### src/rtl/lsq_mem_port_arbiter.sv
`default_nettype none
// ----------------------------------------------------------------------------
// lsq_mem_port_arbiter : arbitrates the single data-memory port between an
//                        in-order store buffer and one pending load.
// Revision: 1.0
// ----------------------------------------------------------------------------
module lsq_mem_port_arbiter #(
  parameter int SB_DEPTH     = 4,
  parameter int STARVE_LIMIT = 4
) (
  input  logic        clk,
  input  logic        rst_n,
  input  logic        st_req_valid,
  output logic        st_req_ready,
  input  logic [31:0] st_addr,
  input  logic [31:0] st_data,
  input  logic        st_byte,
  input  logic        ld_req_valid,
  output logic        ld_req_ready,
  input  logic [31:0] ld_addr,
  input  logic        ld_byte,
  input  logic [5:0]  ld_tag,
  output logic        mem_valid,
  output logic        mem_ls,
  output logic [31:0] mem_addr,
  output logic [31:0] mem_wdata,
  output logic        mem_bms,
  input  logic        mem_done,
  input  logic [31:0] mem_rdata,
  output logic        ld_resp_valid,
  output logic [5:0]  ld_resp_tag,
  output logic [31:0] ld_resp_value,
  output logic        sb_empty
);

  localparam int PW = $clog2(SB_DEPTH);
  localparam int CW = PW + 1;
  localparam int SW = $clog2(STARVE_LIMIT + 1);

  typedef enum logic [0:0] {
    IDLE = 1'b0,
    WAIT = 1'b1
  } state_t;

  state_t        state;
  logic [31:0]   sb_addr [SB_DEPTH];
  logic [31:0]   sb_data [SB_DEPTH];
  logic          sb_byte [SB_DEPTH];
  logic [PW-1:0] head;
  logic [PW-1:0] tail;
  logic [CW-1:0] count;
  logic [SW-1:0] starve_cnt;
  logic          slot_valid;
  logic [31:0]   slot_addr;
  logic          slot_byte;
  logic [5:0]    slot_tag;
  logic          cur_load;

  logic          push;
  logic          pop;
  logic          cand_valid;
  logic [31:0]   cand_addr;
  logic          cand_byte;
  logic          hazard;
  logic          sel_load;
  logic          sel_store;

  assign st_req_ready = (count < CW'(SB_DEPTH));
  assign ld_req_ready = ~slot_valid;
  assign sb_empty     = (count == '0);
  assign push         = st_req_valid & st_req_ready;
  assign pop          = (state == WAIT) & mem_done & ~cur_load;

  // A load offered into an empty slot competes for the port in the same cycle.
  assign cand_valid = slot_valid | ld_req_valid;
  assign cand_addr  = slot_valid ? slot_addr : ld_addr;
  assign cand_byte  = slot_valid ? slot_byte : ld_byte;

  always_comb begin
    logic [PW-1:0] off;
    hazard = 1'b0;
    off    = '0;
    for (int i = 0; i < SB_DEPTH; i++) begin
      off = PW'(i) - head;
      if (({1'b0, off} < count) && (sb_addr[i][31:2] == cand_addr[31:2]))
        hazard = 1'b1;
    end
  end

  assign sel_load  = (state == IDLE) & cand_valid & ~hazard &
                     (sb_empty | (starve_cnt < SW'(STARVE_LIMIT)));
  assign sel_store = (state == IDLE) & ~sel_load & ~sb_empty;

  always_ff @(posedge clk) begin
    if (push) begin
      sb_addr[tail] <= st_addr;
      sb_data[tail] <= st_data;
      sb_byte[tail] <= st_byte;
    end
  end

  always_ff @(posedge clk or negedge rst_n) begin
    if (!rst_n) begin
      state         <= IDLE;
      head          <= '0;
      tail          <= '0;
      count         <= '0;
      starve_cnt    <= '0;
      slot_valid    <= 1'b0;
      slot_addr     <= '0;
      slot_byte     <= 1'b0;
      slot_tag      <= '0;
      cur_load      <= 1'b0;
      mem_valid     <= 1'b0;
      mem_ls        <= 1'b0;
      mem_addr      <= '0;
      mem_wdata     <= '0;
      mem_bms       <= 1'b0;
      ld_resp_valid <= 1'b0;
      ld_resp_tag   <= '0;
      ld_resp_value <= '0;
    end else begin
      mem_valid     <= 1'b0;
      ld_resp_valid <= 1'b0;

      if (push) tail <= tail + PW'(1);
      if (pop)  head <= head + PW'(1);
      case ({push, pop})
        2'b10:   count <= count + CW'(1);
        2'b01:   count <= count - CW'(1);
        default: count <= count;
      endcase

      if (ld_req_valid && ld_req_ready) begin
        slot_valid <= 1'b1;
        slot_addr  <= ld_addr;
        slot_byte  <= ld_byte;
        slot_tag   <= ld_tag;
      end

      case (state)
        IDLE: begin
          if (sel_load) begin
            mem_valid <= 1'b1;
            mem_ls    <= 1'b1;
            mem_addr  <= cand_addr;
            mem_wdata <= '0;
            mem_bms   <= cand_byte;
            cur_load  <= 1'b1;
            state     <= WAIT;
            if (!sb_empty && (starve_cnt != SW'(STARVE_LIMIT)))
              starve_cnt <= starve_cnt + SW'(1);
          end else if (sel_store) begin
            mem_valid  <= 1'b1;
            mem_ls     <= 1'b0;
            mem_addr   <= sb_addr[head];
            mem_wdata  <= sb_data[head];
            mem_bms    <= sb_byte[head];
            cur_load   <= 1'b0;
            state      <= WAIT;
            starve_cnt <= '0;
          end
        end
        WAIT: begin
          if (mem_done) begin
            state <= IDLE;
            if (cur_load) begin
              ld_resp_valid <= 1'b1;
              ld_resp_tag   <= slot_tag;
              ld_resp_value <= mem_rdata;
              slot_valid    <= 1'b0;
            end
          end
        end
        default: state <= IDLE;
      endcase
    end
  end

endmodule
`default_nettype wire
### config.mk
export PLATFORM = sky130hd
export DESIGN_NAME = lsq_mem_port_arbiter
export DESIGN_NICKNAME = d
export VERILOG_FILES = /design/src/rtl/lsq_mem_port_arbiter.sv
export SDC_FILE = /design/constraint.sdc
export NUM_CORES = 1
export LEC_CHECK = 0
export BUFFER_PORTS_ARGS = -buffer_cell sky130_fd_sc_hd__buf_4
export CORE_MARGIN = 10
export CORE_UTILIZATION = 45
export CTS_CLUSTER_SIZE = 10
export DETAILED_ROUTE_END_ITERATION = 10
export PLACE_DENSITY = 0.75
export SYNTH_ARGS = -nofsm -noshare
export SYNTH_HDL_FRONTEND = slang
export SYNTH_SLANG_ARGS = --single-unit
### constraint.sdc
create_clock -name clk -period 4.5 [get_ports clk]
set_input_delay 1.125 -clock clk [delete_from_list [all_inputs] [get_ports clk]]
set_output_delay 1.125 -clock clk [all_outputs]
set_load 0.1 [all_outputs]
==> run metrics, run 1 <==
CP delay by family, top=simple AND/OR/NAND/NOR gates; most frequent CP cell=buf_12; Num Clock Sinks=around 420; Final Skew=21.9 ps; fmax=267 MHz; cts hold-fix bufs=0; postcts setup bufs=0; Post-Synthesis Net Count=1168; post-CTS resize count=0; largest net degree at the start of global routing=between 70 and 80; Synth cell types=between 40 and 50; Critical Path RT=5000 ps; Routability Congestion=0.889; Worst Hold Class=flop to flop; Die Wd=220 µm; wire length per cell=24.4 µm; NumNets Final=1436; Pre-Repair DR Iteration Count=5; count of flip-flops with a built-in enable after synthesis=260; HPWL Detailed=30200 µm; vias in the first global route=10700; share of the synthesized area in the top cell type=43.5%; Mapped Area=18000 µm²; IO Pins=250; Slew HR=23.7%; CP max FO=45; Die Span Y=220 µm; via count=9925; maximum clock path buffer count=3; die area=~48000 µm²; asr flop ratio synth=37.6%; Worst-Skew Late Latency=just under 600 ps; crit share post-route=83.1%; worst-path cell chain=buf_12 > mux2i_2 > xor2_1 > nand4_1 > or4_1 > o21ai_1 > nor3_2 > nor2_4 > buf_12 > a22o_1; MaxCap Viol Count=0; CTS root buf=clkbuf_16; outcome=completed; Core ar.=39600 µm²; Setup TNS Final=0 ps; TritonCTS Buffers=between 40 and 50; Avg Inst Size Synth=17.7 µm²; Yosys reg bits=417; Syn-to-layout area delta=21.7%; Final Hold Viols=0; Synth Flop Type=edfxtp_1; worst slew pin tran=1140 ps; Finished Layout Cells=1846; num rows=73; most frequent cell after synthesis=edfxtp_1; dpl cells=between 1500 and 2000; routed vias/inst=5.38; Buf/Inv on CP=2; Starting Density=45.3%; cell taking the most area after synthesis=edfxtp_1; I/O Buffers=249; first-pass GRT wire length=67000 µm; Arr. time, crit path=~4200 ps; CP startpoint kind=flop; Post-DRT Antenna Nets=0; synth top area cells=edfxtp_1, dfrtp_1, mux4_2; Synth Instances=1015; CP max-delay cell=dfrtp_4; Synth top cells by count=edfxtp_1, dfrtp_1, mux2_2; H-tree Lvls=2; TritonCTS clock tree=built; clk slew on worst S/H paths=50 ps; Yosys warnings=0; Remaining Overflow, GRT=0; Slowest Stage Delay on Critical Path=roughly 670 ps; Setup Viol. Count Final=0; fin crit period=3740 ps; DRC=0; RSZ-0062 raised after global routing=false; final wirelength=45000 µm; fin. max-slew vios=0; register area share after synthesis=65.3%; antenna violations before repair=5; Worst Setup End Kind=flop; Iteration-0 DRC Markers=693; critical path class=flop to flop; Total GRT Usage=between 15 and 20%; layout cell share with drive strength beyond 1=approximately 42%
layer usage:
| layer | part of all wire (%) | vias to the layer above | GRT usage, % |
|---|---|---|---|
| met5 | 0.071 | - | 0 |
| met2 | 49 | 319 | 30.4 |
| met3 | 7.9 | 73 | 5.03 |
| li1 | - | 4446 | - |
| met4 | 2.2 | 6 | 5.84 |
| met1 | 41 | 5081 | 23.6 |
layout by cell type, fill, tap and decap left out, types with 4 or more instances in the layout:
master and instances:
a21oi_1 5, a221oi_2 30, a22o_1 32, and2_4 4, buf_12 6, buf_4 260
clkbuf_1 31, clkbuf_16 51, dfrtp_1 154, edfxtp_1 260, ha_1 11, inv_1 48
mux2_2 77, mux2i_2 16, mux2i_4 14, mux4_2 65, nand2_1 8, nand4_1 19
nor2_1 6, nor3_1 22, nor3_2 16, nor4_1 10, o21ai_0 6, xnor2_1 54
xor2_1 73
flip-flops by register name, summed over array words and instances (netlist names), 4 cells and up:
signal         count
sb_addr          128
sb_data          128
ld_resp_value     32
mem_addr          32
mem_wdata         32
slot_addr         32
ld_resp_tag        6
slot_tag           6
sb_byte            4
cells by family after synthesis:
group / Yosys count / synth area share, %
AND/OR/NAND/NOR: 104 / 3.84
flip-flops: 417 / 65.3
AO/OA/AOI/OAI: 82 / 4.77
adder cells (fa/ha/maj): 12 / 0.878
buffers and inverters: 98 / 2.87
multiplexers: 175 / 16.1
XOR/XNOR: 127 / 6.19
final timing paths:
kind | startpoint | to | slack (ps) | cells past startpoint
setup / recovery | slot_valid | mem_wdata[23] | 760 | 10
hold / removal | slot_tag[5] | ld_resp_tag[5] | 490 | 1
setup reg to reg | slot_valid | mem_wdata[23] | 760 | 10
hold reg to reg | slot_tag[5] | ld_resp_tag[5] | 490 | 1
max in group asynchronous | rst_n | mem_wdata[21] | 3010 | 2
min in group asynchronous | rst_n | slot_addr[8] | 550 | 1
final cells by class:
cell class,instances,area [µm²]
inverters,48,180
well taps,525,657
multi-input cells,500,5730
clock buffers,83,1410
diodes,1,2.50
fillers,3165,17800
repair buffers,267,2080
clock inverters,5,57.6
flip-flops and latches,417,11700
stage by stage:
step / hold slack [ps] / cell area [µm²] / util (%) / setup slack [ps]
4_1_cts: 495 / 21900 / 55.2 / 728
3_3_place_gp: 470 / 20400 / 51.5 / 571
5_1_grt: 514 / 21900 / 55.2 / 560
6_report: 490 / 21900 / 55.2 / 760
3_5_place_dp: 486 / 20400 / 51.5 / 577
2_1_floorplan: 449 / 18000 / - / 465
Power of run 1 is left out: the tool's default activity adds up to more than one toggle a clock period on the data nets, which glitch-free logic cannot reach.
==> run 2, diff against run 1 <==
PLACE_DENSITY = 0.78   (was 0.75)
clock period = 3.08 ns   (was 4.5 ns; I/O delays follow)
==> run 2 against run 1 <==
Compared with the run above: the run now ends with setup timing left; global-route usage increased by 0.61 points; worst hold slack got worse by 330 ps; first-iteration DRC count increased by 20%; fmax increased by 13%; clock skew increased by 5.3 ps; via count increased by 5.6%; critical path type unchanged; critical endpoint is now mem_wdata[2]; highest routed layer unchanged.
==> run metrics, run 2 (synthesis results as in run 1) <==
Worst Hold Class=input pin to async pin; num rows=between 70 and 80; Starting Density=45.3%; Die Span Y=220 µm; commonest non-fill, non-tap cell in the layout=buf_4; worst slack, placed=-317 ps; Arr. time, crit path=around 3800 ps; routed vias/inst=5.38; Worst Setup Slack, final=-227 ps; IO Pins=250; Final Skew=roughly 27 ps; MaxCap Viol Count=0; final wirelength=47300 µm; CP delay by family, top=buffers and inverters; worst reg2reg path depth=16; Syn-to-layout area delta=29.3%; Critical Path RT=3590 ps; crit share post-route=107%; fin crit period=3310 ps; Post-DRT Antenna Nets=0; via count=10500; wire length per cell=roughly 24 µm; most frequent CP cell=buf_4; TritonCTS Buffers=48; Reg-to-Reg Start=slot_valid; worst-path cell chain=buf_12 > buf_4 > mux2i_2 > buf_4 > buf_12 > xor2_2 > nand4_1 > or4_1 > o21ai_1 > buf_4 > nor4_4 > buf_4 > nor2_4 > buf_12 > clkbuf_16 > a22o_1; fmax=roughly 300 MHz; Num Clock Sinks=417; # fillers=2978; CP max-delay cell=dfrtp_4; Critical Path Sink=mem_wdata[2]; antenna violations before repair=7; I/O Buffers=~250; clk slew on worst S/H paths=50 ps; Total GRT Usage=between 10% and 20%; largest net degree at the start of global routing=57; Remaining Overflow, GRT=0; Critical Path Source=slot_valid; fin. max-slew vios=0; Critical Path Stages=16; Buf/Inv on CP=8; worst slew pin tran=923 ps; worst reg2reg setup slack=-230 ps; Final Hold Viols=0; H-tree Lvls=2; DRC=0; CP max FO=7; die area=48300 µm²; most frequent cells in the layout=buf_4, edfxtp_1, dfrtp_1, mux2_2; CTS root buf=clkbuf_16; Slowest Stage Delay on Critical Path=around 560 ps; Slew HR=38.5%; critical register-to-register path endpoint=mem_wdata[2]; Pre-Repair DR Iteration Count=8; HPWL Detailed=~32000 µm; TritonCTS clock tree=built; layout cell share with drive strength beyond 1=47.5%; Core ar.=39600 µm²; vias in the first global route=11200; critical path class=flop to flop; Worst-Skew Late Latency=580 ps; CP startpoint kind=flop; NumNets Final=around 1500; violated checks=setup timing; Worst Setup End Kind=flop; outcome=finished, violations left; RSZ-0062 raised after global routing=true; Iteration-0 DRC Markers=around 830; first-pass GRT wire length=69500 µm; Routability Congestion=0.889; Die Wd=between 200 and 250 µm; maximum clock path buffer count=3; Setup Viol. Count Final=68; top flop regs=sb_addr (128), sb_data (128)
-- run 2: per-stage QoR --
stage          hold WS, ps  utilization (%)  TNS [ps]  instance area (µm²)  cells
2_1_floorplan          449                -         0                18000   1015
3_3_place_gp           465             52.9    -17590                21000   1818
3_5_place_dp           480             52.9    -19360                21000   1818
4_1_cts                150             58.0     -9260                23000   1936
5_1_grt                171             58.6    -16810                23200   1946
6_report               159             58.6    -11650                23200   1947
-- run 2: how the worst min path moves through the flow --
stage                       start             to  slack [ps]
finish                      rst_n  slot_addr[11]         160
global route                rst_n  slot_addr[11]         170
CTS                         rst_n  slot_addr[11]         150
global placement    starve_cnt[2]  starve_cnt[2]         460
detailed placement  starve_cnt[2]  starve_cnt[2]         480
floorplan           starve_cnt[2]  starve_cnt[2]         450
-- run 2: layer usage --
layer	vias up	wire (µm)	GRT usage, %
li1	4632	-	-
met1	5356	19100	24.4
met2	397	23100	31.3
met3	84	3870	5.00
met4	8	1210	6.53
met5	-	52	0
-- run 2: worst reg2reg max path, delay by kind of cell, from the launching register on --
family                 cells  cell delay (ps)
XOR/XNOR                   1              150
AND/OR/NAND/NOR            4              850
flip-flops                 1              560
AO/OA/AOI/OAI              2              270
buffers and inverters      8             1270
multiplexers               1              160
-- run 2: area by class of cell --
class / count / area [µm²] / share of cell area, %
antenna: 2 / 5.00 / 0.0215
clock inverter: 2 / 25.0 / 0.108
sequential: 417 / 11700 / 50.6
timing repair buffer: 366 / 3270 / 14.1
multi-input combinational: 500 / 5960 / 25.6
tap: 525 / 657 / 2.83
clock buffer: 87 / 1390 / 5.98
inverter: 48 / 180 / 0.776
-- run 2: repair_timing --
item,4_1_cts,5_1_grt
pin swaps,6,11
resized for setup,30,27
endpoints found under the setup margin,71,70
cloned,8,3
hold buffers,0,0
setup buffers,21,9
Power of run 2 is left out for the same reason.
==> run 3, diff against run 2 <==
CORE_ASPECT_RATIO = 0.7   (was default)
==> run 3 against run 2 <==
Compared with the run above: critical endpoint is now mem_addr[11]; global-route usage grew 0.31 points; sequential share of layout area grew 0.15 points; register-to-register slack gained 30 ps; fmax grew 1.0%; die area grew 0.26%; routed wire length grew 2.8%; via count grew 1.2%; first-iteration DRC count grew 4.1%; worst setup slack gained 33 ps; critical path depth shrank 3; the flow still finishes with violations (setup timing); largest cell class unchanged.
==> run metrics, run 3 (synthesis results as in run 1) <==
Critical Path RT=3500 ps; vias in the first global route=11300; worst reg2reg setup slack=-190 ps; CTS root buf=clkbuf_16; H-tree Lvls=2; Pre-Repair DR Iteration Count=5; worst reg2reg path depth=13; area taken by multi-input logic gates=roughly 6100 µm²; Worst Setup Slack, final=-194 ps; fin. max-slew vios=0; IO Pins=250; Setup Viol. Count Final=69; Arr. time, crit path=3690 ps; Post-DRT Antenna Nets=0; I/O Buffers=249; num rows=61; worst hold margin=177 ps; Worst-Skew Late Latency=~550 ps; crit share post-route=106%; Iteration-0 DRC Markers=867; Core ar.=39500 µm²; Die Span Y=187 µm; Finished Layout Cells=1948; CP max FO=24; clk slew on worst S/H paths=60 ps; commonest non-fill, non-tap cell in the layout=buf_4; Final Hold Viols=0; Die Wd=~260 µm; DRC=0; Total GRT Usage=19.5%; NumNets Final=1532; HPWL Detailed=roughly 33000 µm; most frequent cells in the layout=buf_4, edfxtp_1, dfrtp_1, mux2_2, mux4_2; TritonCTS Buffers=47; antenna violations before repair=3; Syn-to-layout area delta=29.0%; Reg-to-Reg Start=slot_valid; Critical Path Source=slot_valid; worst slew pin tran=slightly above 1000 ps; MaxCap Viol Count=0; Starting Density=between 40% and 50%; Final Skew=19.0 ps; Worst Setup End Kind=flop; critical path class=flop to flop; Slew HR=around a third; Routability Congestion=0.948; # fillers=a little under 3000; maximum clock path buffer count=3; first-pass GRT wire length=71900 µm; critical register-to-register path endpoint=mem_addr[11]; Num Clock Sinks=417; Worst Hold Class=input pin to async pin; final wirelength=48600 µm; violated checks=setup timing; fin crit period=3270 ps; Remaining Overflow, GRT=0; top flop regs=sb_addr (128), sb_data (128); cts hold-fix bufs=0; RSZ-0062 raised after global routing=true; layout cell share with drive strength beyond 1=~49%; routed vias/inst=5.44; CP startpoint kind=flop; largest net degree at the start of global routing=64; fmax=between 300 and 400 MHz; via count=10600; Placed Area=21100 µm²; die area=about 48000 µm²; register area=11700 µm²; dpl cells=1840; Critical Path Sink=mem_addr[11]; TritonCTS clock tree=built; outcome=finished, violations left; wire length per cell=~25 µm; design area=23200 µm²
## run 3: worst min path at each step
stage	from	to	slack [ps]
after global placement	starve_cnt[2]	starve_cnt[2]	470
after CTS	rst_n	slot_addr[22]	180
after floorplan	starve_cnt[2]	starve_cnt[2]	450
final	rst_n	slot_addr[22]	180
after detailed placement	slot_tag[1]	slot_tag[1]	490
after global routing	rst_n	slot_addr[22]	200
## run 3: critical path: stages, from the launching register on
cell      delay (ps)
dfrtp_4          440
buf_12           190
buf_12           150
mux2i_4          270
buf_4            160
xor2_1           260
nand4_1          230
or4_4            490
o22ai_4          210
nor4_4            90
buf_4            180
buf_12           180
nor3_4           210
a221oi_2          60
## run 3: layout make-up
cell class	instances	share of cell area, %
Inverter	48	0.778
Antenna cell	1	0.0108
Clock inverter	3	0.113
Sequential cell	417	50.7
Clock buffer	79	5.59
Multi-Input combinational cell	500	26.4
Tap cell	535	2.89
Timing Repair Buffer	365	13.5
## run 3: repair_timing
item | 4_1_cts | 5_1_grt
endpoints found under the hold margin | 0 | 0
cloned | 1 | 5
resized for setup | 59 | 25
setup endpoints to repair | 70 | 70
buffers inserted | 16 | 3
pin swaps | 17 | 0
## run 3: stage by stage
stage | setup WS (ps) | setup TNS (ps) | utilization, %
5_1_grt | -279 | -15530 | 58.6
2_1_floorplan | 10.1 | 0 | -
3_3_place_gp | -201 | -12190 | 53.3
3_5_place_dp | -264 | -15360 | 53.3
4_1_cts | -89.9 | -3380 | 57.8
6_report | -194 | -9430 | 58.6
## run 3: routing by layer
| layer | part of all wire [%] | track usage, % | vias up |
|---|---|---|---|
| li1 | - | - | 4630 |
| met1 | 42 | 26.3 | 5441 |
| met2 | 46 | 30.1 | 466 |
| met3 | 10 | 6.96 | 65 |
| met4 | 1.5 | 3.52 | 4 |
| met5 | 0.047 | 0 | - |
Power of run 3 is left out for the same reason.
